**config.mk**
```make
export PLATFORM = sky130hd
export DESIGN_NAME = pid_sched
export DESIGN_NICKNAME = d
export VERILOG_FILES = /design/src/rtl/pid_sched_pkg.sv /design/src/rtl/pid_sched_cad_mon.sv /design/src/rtl/pid_sched.sv
export SDC_FILE = /design/constraint.sdc
export NUM_CORES = 1
export LEC_CHECK = 0
export ABC_CLOCK_PERIOD_IN_PS = 3400
export CAP_MARGIN = 40
export CORE_ASPECT_RATIO = 0.9
export CORE_MARGIN = 2
export CORE_UTILIZATION = 55
export CTS_BUF_LIST = sky130_fd_sc_hd__clkbuf_8
export DETAILED_ROUTE_END_ITERATION = 10
export GPL_TIMING_DRIVEN = 0
export HOLD_SLACK_MARGIN = 0.08
export PLACE_DENSITY = 0.82
export SLEW_MARGIN = 20
export SYNTH_ARGS = -nofsm -noshare
export SYNTH_HDL_FRONTEND = slang
export SYNTH_HIERARCHICAL = 1
export SYNTH_SLANG_ARGS = --single-unit
```
**constraint.sdc**
```tcl
create_clock -name clk -period 3.4 [get_ports clk]
set_clock_uncertainty 0.15 [all_clocks]
set_input_delay 0.68 -clock clk [delete_from_list [all_inputs] [get_ports clk]]
set_output_delay 0.68 -clock clk [all_outputs]
set_load 0.1 [all_outputs]
```
**src/rtl/pid_sched_pkg.sv**
```systemverilog
// Shared types and constants for the PID loop sequencer.
package pid_sched_pkg;

  typedef enum logic [1:0] {
    IDLE = 2'b00,
    RAMP = 2'b01,
    RUN  = 2'b10
  } sched_state_t;

  localparam int TICK_BITS_FAST = 15;
  localparam int TICK_BITS_SLOW = 20;

  // Unsigned operands widened by one bit so the difference is a valid 13-bit signed value.
  function automatic logic [12:0] raw_diff(input logic [11:0] a, input logic [11:0] b);
    return {1'b0, a} - {1'b0, b};
  endfunction

endpackage

```
**src/rtl/pid_sched_cad_mon.sv**
```systemverilog
// Cadence monitor: counts ticks without pedal pulses and pulses seen while idle.
module cad_mon #(
  parameter int CAD_TIMEOUT_TICKS = 8,
  parameter int CAD_START_PULSES  = 2
) (
  input  logic clk,
  input  logic rst_n,
  input  logic pid_tick,
  input  logic cadence_rise,
  input  logic in_idle,
  output logic timeout,
  output logic start_ok
);

  logic [3:0] miss_cnt;
  logic [3:0] start_cnt;

  always_ff @(posedge clk or negedge rst_n) begin
    if (!rst_n) begin
      miss_cnt  <= 4'd0;
      start_cnt <= 4'd0;
    end else begin
      // A pedal pulse in the same cycle as a tick keeps assist alive.
      if (cadence_rise)
        miss_cnt <= 4'd0;
      else if (pid_tick && (miss_cnt < 4'(CAD_TIMEOUT_TICKS)))
        miss_cnt <= miss_cnt + 4'd1;

      if (!in_idle)
        start_cnt <= 4'd0;
      else if (cadence_rise && (start_cnt != 4'hF))
        start_cnt <= start_cnt + 4'd1;
    end
  end

  // Both flags look ahead to the post-update count so the FSM reacts next cycle.
  assign timeout  = pid_tick && !cadence_rise && (miss_cnt >= 4'(CAD_TIMEOUT_TICKS - 1));
  assign start_ok = in_idle && cadence_rise && (start_cnt >= 4'(CAD_START_PULSES - 1));

endmodule

```
**src/rtl/pid_sched.sv**
```systemverilog
// PID loop sequencer: loop tick, pedaling detect, soft-start target and error register.
// Optional PID_SCHED_ERR_AVG_EN: error is the two-sample average of the raw difference.
module pid_sched
  import pid_sched_pkg::*;
#(
  parameter bit          FAST_SIM          = 1'b1,
  parameter logic [11:0] RAMP_STEP         = 12'd16,
  parameter int          CAD_TIMEOUT_TICKS = 8,
  parameter int          CAD_START_PULSES  = 2,
  parameter int          TICK_BITS         = FAST_SIM ? TICK_BITS_FAST : TICK_BITS_SLOW
) (
  input  logic        clk,
  input  logic        rst_n,
  input  logic [11:0] target_curr,
  input  logic [11:0] avg_curr,
  input  logic        curr_vld,
  input  logic        cadence_rise,
  output logic        pid_tick,
  output logic [12:0] error,
  output logic        not_pedaling,
  output logic [11:0] eff_target,
  output logic [1:0]  state
);

  logic [TICK_BITS-1:0] tick_cnt;
  sched_state_t         st, st_nxt;
  logic [11:0]          eff_nxt;
  logic [12:0]          err_nxt, err_new, raw;
  logic [12:0]          ramp_sum;
  logic                 timeout, start_ok;

  always_ff @(posedge clk or negedge rst_n) begin
    if (!rst_n) tick_cnt <= '0;
    else        tick_cnt <= tick_cnt + {{(TICK_BITS-1){1'b0}}, 1'b1};
  end

  assign pid_tick = &tick_cnt;

  cad_mon #(
    .CAD_TIMEOUT_TICKS(CAD_TIMEOUT_TICKS),
    .CAD_START_PULSES (CAD_START_PULSES)
  ) u_cad_mon (
    .clk         (clk),
    .rst_n       (rst_n),
    .pid_tick    (pid_tick),
    .cadence_rise(cadence_rise),
    .in_idle     (st == IDLE),
    .timeout     (timeout),
    .start_ok    (start_ok)
  );

  assign raw = raw_diff(eff_target, avg_curr);

`ifdef PID_SCHED_ERR_AVG_EN
  logic [12:0] prev_diff;
  logic [13:0] avg_sum;

  assign avg_sum = {raw[12], raw} + {prev_diff[12], prev_diff};
  assign err_new = avg_sum[13:1];

  always_ff @(posedge clk or negedge rst_n) begin
    if (!rst_n)             prev_diff <= '0;
    else if (st == IDLE)    prev_diff <= '0;
    else if (curr_vld)      prev_diff <= raw;
  end
`else
  assign err_new = raw;
`endif

  // 13-bit sum so a step past 0xFFF is seen as >= target rather than wrapping.
  assign ramp_sum = {1'b0, eff_target} + {1'b0, RAMP_STEP};

  always_comb begin
    st_nxt  = st;
    eff_nxt = eff_target;
    err_nxt = error;
    case (st)
      IDLE: begin
        eff_nxt = '0;
        err_nxt = '0;
        if (start_ok) st_nxt = RAMP;
      end
      RAMP: begin
        if (pid_tick) begin
          if (ramp_sum >= {1'b0, target_curr}) begin
            eff_nxt = target_curr;
            st_nxt  = RUN;
          end else begin
            eff_nxt = ramp_sum[11:0];
          end
        end
      end
      RUN:     eff_nxt = target_curr;
      default: st_nxt  = IDLE;
    endcase

    if ((st != IDLE) && curr_vld) err_nxt = err_new;

    // Loss of cadence overrides any ramp step or error update in the same cycle.
    if ((st != IDLE) && timeout) begin
      st_nxt  = IDLE;
      eff_nxt = '0;
      err_nxt = '0;
    end
  end

  always_ff @(posedge clk or negedge rst_n) begin
    if (!rst_n) begin
      st           <= IDLE;
      eff_target   <= '0;
      error        <= '0;
      not_pedaling <= 1'b1;
    end else begin
      st           <= st_nxt;
      eff_target   <= eff_nxt;
      error        <= err_nxt;
      not_pedaling <= (st_nxt == IDLE);
    end
  end

  assign state = st;

endmodule

```
==> results by group <==
Floorplanning
  – Row cnt: 26
  – Die width: 86.4 um
  – Overall die height: 78.1 um
  – Die footprint: 6750 um^2
  – Total core area: 5790 um^2
  – Initial core utilization: 58.0%
  – I/O pin total: 57

Power
  – Seq pwr share: 26.3%
  – Final Total Pwr: 3150 uW
  – Sw Share: 50.1%
  – LEAKAGE: 0.00216 uW
  – Pwr dens: 691 nW/um^2
  – Logic pwr share: 62.4%
  – Clock power share: 11.3%
  – Pint: 1570 uW
  – Worst VDD drop: 438 uV
  – NetSw: 1580 uW

Clock tree
  – Clk_lat worst skew: 0.31 ns
  – CTS sink cnt: 51
  – Hold_buf cts: 0
  – Clock buffer depth: 2
  – Register clock-pin slew on the reported worst setup and hold paths: 0.09 ns
  – Clock root buffer: clkbuf_8
  – CTS tree: built
  – TritonCTS Buffers: 5
  – H-tree Lvls: 2

Yosys
  – EDFF count, synth: 0
  – Post-Syn Instances: 366
  – Synth Register Bits: 51
  – Top_reg_cell synth: dfrtp_1
  – Synth warn: 6
  – Post-synth top area share: 37.3%
  – Most common cell in the netlist: dfrtp_1
  – Syn nets: 429
  – Area leader, netlist: dfrtp_1
  – Ys async rst share: 100%
  – Synth top cells by count: 50 x dfrtp_1, 40 x nand2_1, 37 x inv_1
  – Mapped Area: 3360 um^2
  – Sequential element share of the synthesized area: 38.0%
  – Yosys cell types: 52
  – Synth top area cells: dfrtp_1 37%, ha_1 13%, xnor2_1 4.7%
  – Syn Area/Cell: 9.18 um^2

Place
  – Placer Congestion: 0.893
  – Area after DPL: 4430 um^2
  – Placed cell count: 520
  – DPL Wire Length: 6.14 mm
  – Number of port buffers: 55

Setup path
  – Crit path capture: error[12]
  – Crit path arrival time: 3.28 ns
  – Max incr delay on CP: 0.48 ns
  – Worst Setup SP: avg_curr[0]
  – R2r startpoint: eff_target[5]
  – CP cell instances: clkdlybuf4s50_1 > ha_1 > inv_1 > fa_1 > a211oi_1 > o21ai_1 > a2111oi_0 > a211oi_1 > and2_1 > o41ai_1
  – WP data required: 3.45 ns
  – Crit Reg-Reg Endpoint: eff_target[7]
  – Slowest CP cell: clkdlybuf4s50_1
  – CP endpoint kind: register
  – Critical path fanouts, max: 3
  – R2R cell count: 10
  – Most common cell on crit path: a211oi_1
  – FF-to-FF setup slack: 0.20 ns
  – CP Launch Type: input pin
  – Crit Path Class: in2reg

Finish
  – Area of the multi-input gates: 1890 um^2
  – Reg area: 1280 um^2
  – Area growth from synthesis to layout: 35.7%
  – Final instance area: 4560 um^2
  – Share of cells above drive strength 1: 12.4%
  – Layout Utilization: 78.7%
  – Number of fill cells: 379
  – Net count, final: 522
  – Number of antenna diodes: 0
  – Non-Filler Instances: 530

STA
  – Setup Viol. Count Final: 0
  – Slew Limit Fails: 0
  – Slew at the pin closest to its max-slew limit: 0.719 ns
  – Final worst path period need: 3.23 ns
  – Final hold vios: 0
  – Final Cycle Share: 95.0%
  – Max-slew headroom: 51.8%
  – RSZ-0062 raised after global routing: true
  – Setup TNS Final: 0 ns
  – Max Clock Freq: 310 MHz

Run
  – Max Cap Viol: 0

GRT
  – GRT overflow: 0
  – Vias in the first global route: 3,124
  – Initial antenna violation count: 0
  – Global Route Usage Sum: 25.0%
  – First-pass GRT wire length: 13.8 mm
  – Largest net degree at the start of global routing: 52

Detailed routing
  – Via count: 3,099
  – Antenna Nets Post-Route: 0
  – 1st-pass router iterations: 4
  – # DRC: 0
  – Routed vias/inst: 5.85
  – First DRT Iteration DRCs: 219
  – Drt total wl: 8.20 mm
  – WL per Instance: 15.5 um

Hold path
  – HP Class: in2async

Status
  – Run status: completed
[layout by cell type (no fill, tap or decap), types with 9 or more instances in the layout]
| master | netlist | layout |
|---|---|---|
| clkdlybuf4s50_1 | 0 | 54 |
| dfrtp_1 | 50 | 46 |
| nand2_1 | 40 | 40 |
| inv_1 | 37 | 38 |
| ha_1 | 34 | 33 |
| a21oi_1 | 30 | 29 |
| buf_8 | 0 | 28 |
| xnor2_1 | 18 | 18 |
| nor2_1 | 17 | 17 |
| o21ai_0 | 15 | 15 |
| nand3_1 | 11 | 11 |
| xor2_1 | 10 | 10 |
| o21ai_1 | 9 | 9 |
[how the worst min path moves through the flow]
stage	startpoint	end	slack, ns
3_3_place_gp	tick_cnt[14]	tick_cnt[14]	0.30
2_1_floorplan	rst_n	eff_target[0]	0.23
4_1_cts	rst_n	eff_target[9]	0.26
5_1_grt	rst_n	tick_cnt[4]	0.30
6_report	rst_n	error[11]	0.24
3_5_place_dp	error[6]	error[6]	0.32
[worst max-delay path: cells and delay by family]
family	cells	cell delay, ns
buf+inv	2	0.54
simple gates	1	0.20
fa+ha+maj	2	0.60
compound gates	5	1.27
[sequential cells by signal, indices dropped and copies added, names as in the netlist]
signal,count
state,2
not_pedaling,1
eff_target,12
u_cad_mon/miss_cnt,4
u_cad_mon/start_cnt,4
tick_cnt,15
error,13
[area by class of cell]
class,instances,area share [%]
plain buffers,10,1.29
repair buffers,86,22.0
clock inverters,3,0.467
inverters,38,3.13
flip-flops and latches,51,28.1
multi-input cells,267,41.5
clock buffers,5,1.51
well taps,70,1.92
[routing by layer]
metal	share of wire, %	vias to the layer above	global-route usage [%]	wire (um)
met3	5.8	14	4.42	477
met5	0	-	0	0
met4	1.2	0	7.81	95
li1	-	1484	-	-
met1	44	1491	32.9	3610
met2	49	110	41.7	4010
[cell families (layout without fill, tap and decap cells)]
kind of cell | Yosys count | after routing | synth area share [%]
and+or+nand+nor | 101 | 101 | 15.0
xor gates and xnor gates | 28 | 28 | 7.30
DFF | 51 | 51 | 38.0
muxes | 3 | 3 | 0.894
buffers and inverters | 48 | 142 | 5.96
adders and majority gates | 35 | 35 | 13.3
AOI/OAI and AO/OA | 100 | 100 | 19.5
[stage by stage]
step                      worst slack [ns]  hold slack (ns)
after floorplan                    0.00785            0.234
after global placement              -0.188            0.303
after detailed placement           -0.0908            0.325
after CTS                           0.0469            0.263
after global routing              -0.00873            0.298
final                                0.170            0.239
[repair_timing]
| action | in CTS | in global routing |
|---|---|---|
| buffers inserted | 0 | 2 |
| endpoints found under the setup margin | 0 | 23 |
| gates resized for setup | 0 | 6 |
[power by group through the flow]
stage	registers, uW	logic [uW]	clock network (uW)
2_1_floorplan	1430	654	0
3_3_place_gp	831	1630	0
3_5_place_dp	837	1950	0
4_1_cts	824	1960	368
5_1_grt	838	2100	386
6_report	828	1970	355
No activity file was read; power rests on OpenSTA's default activity.
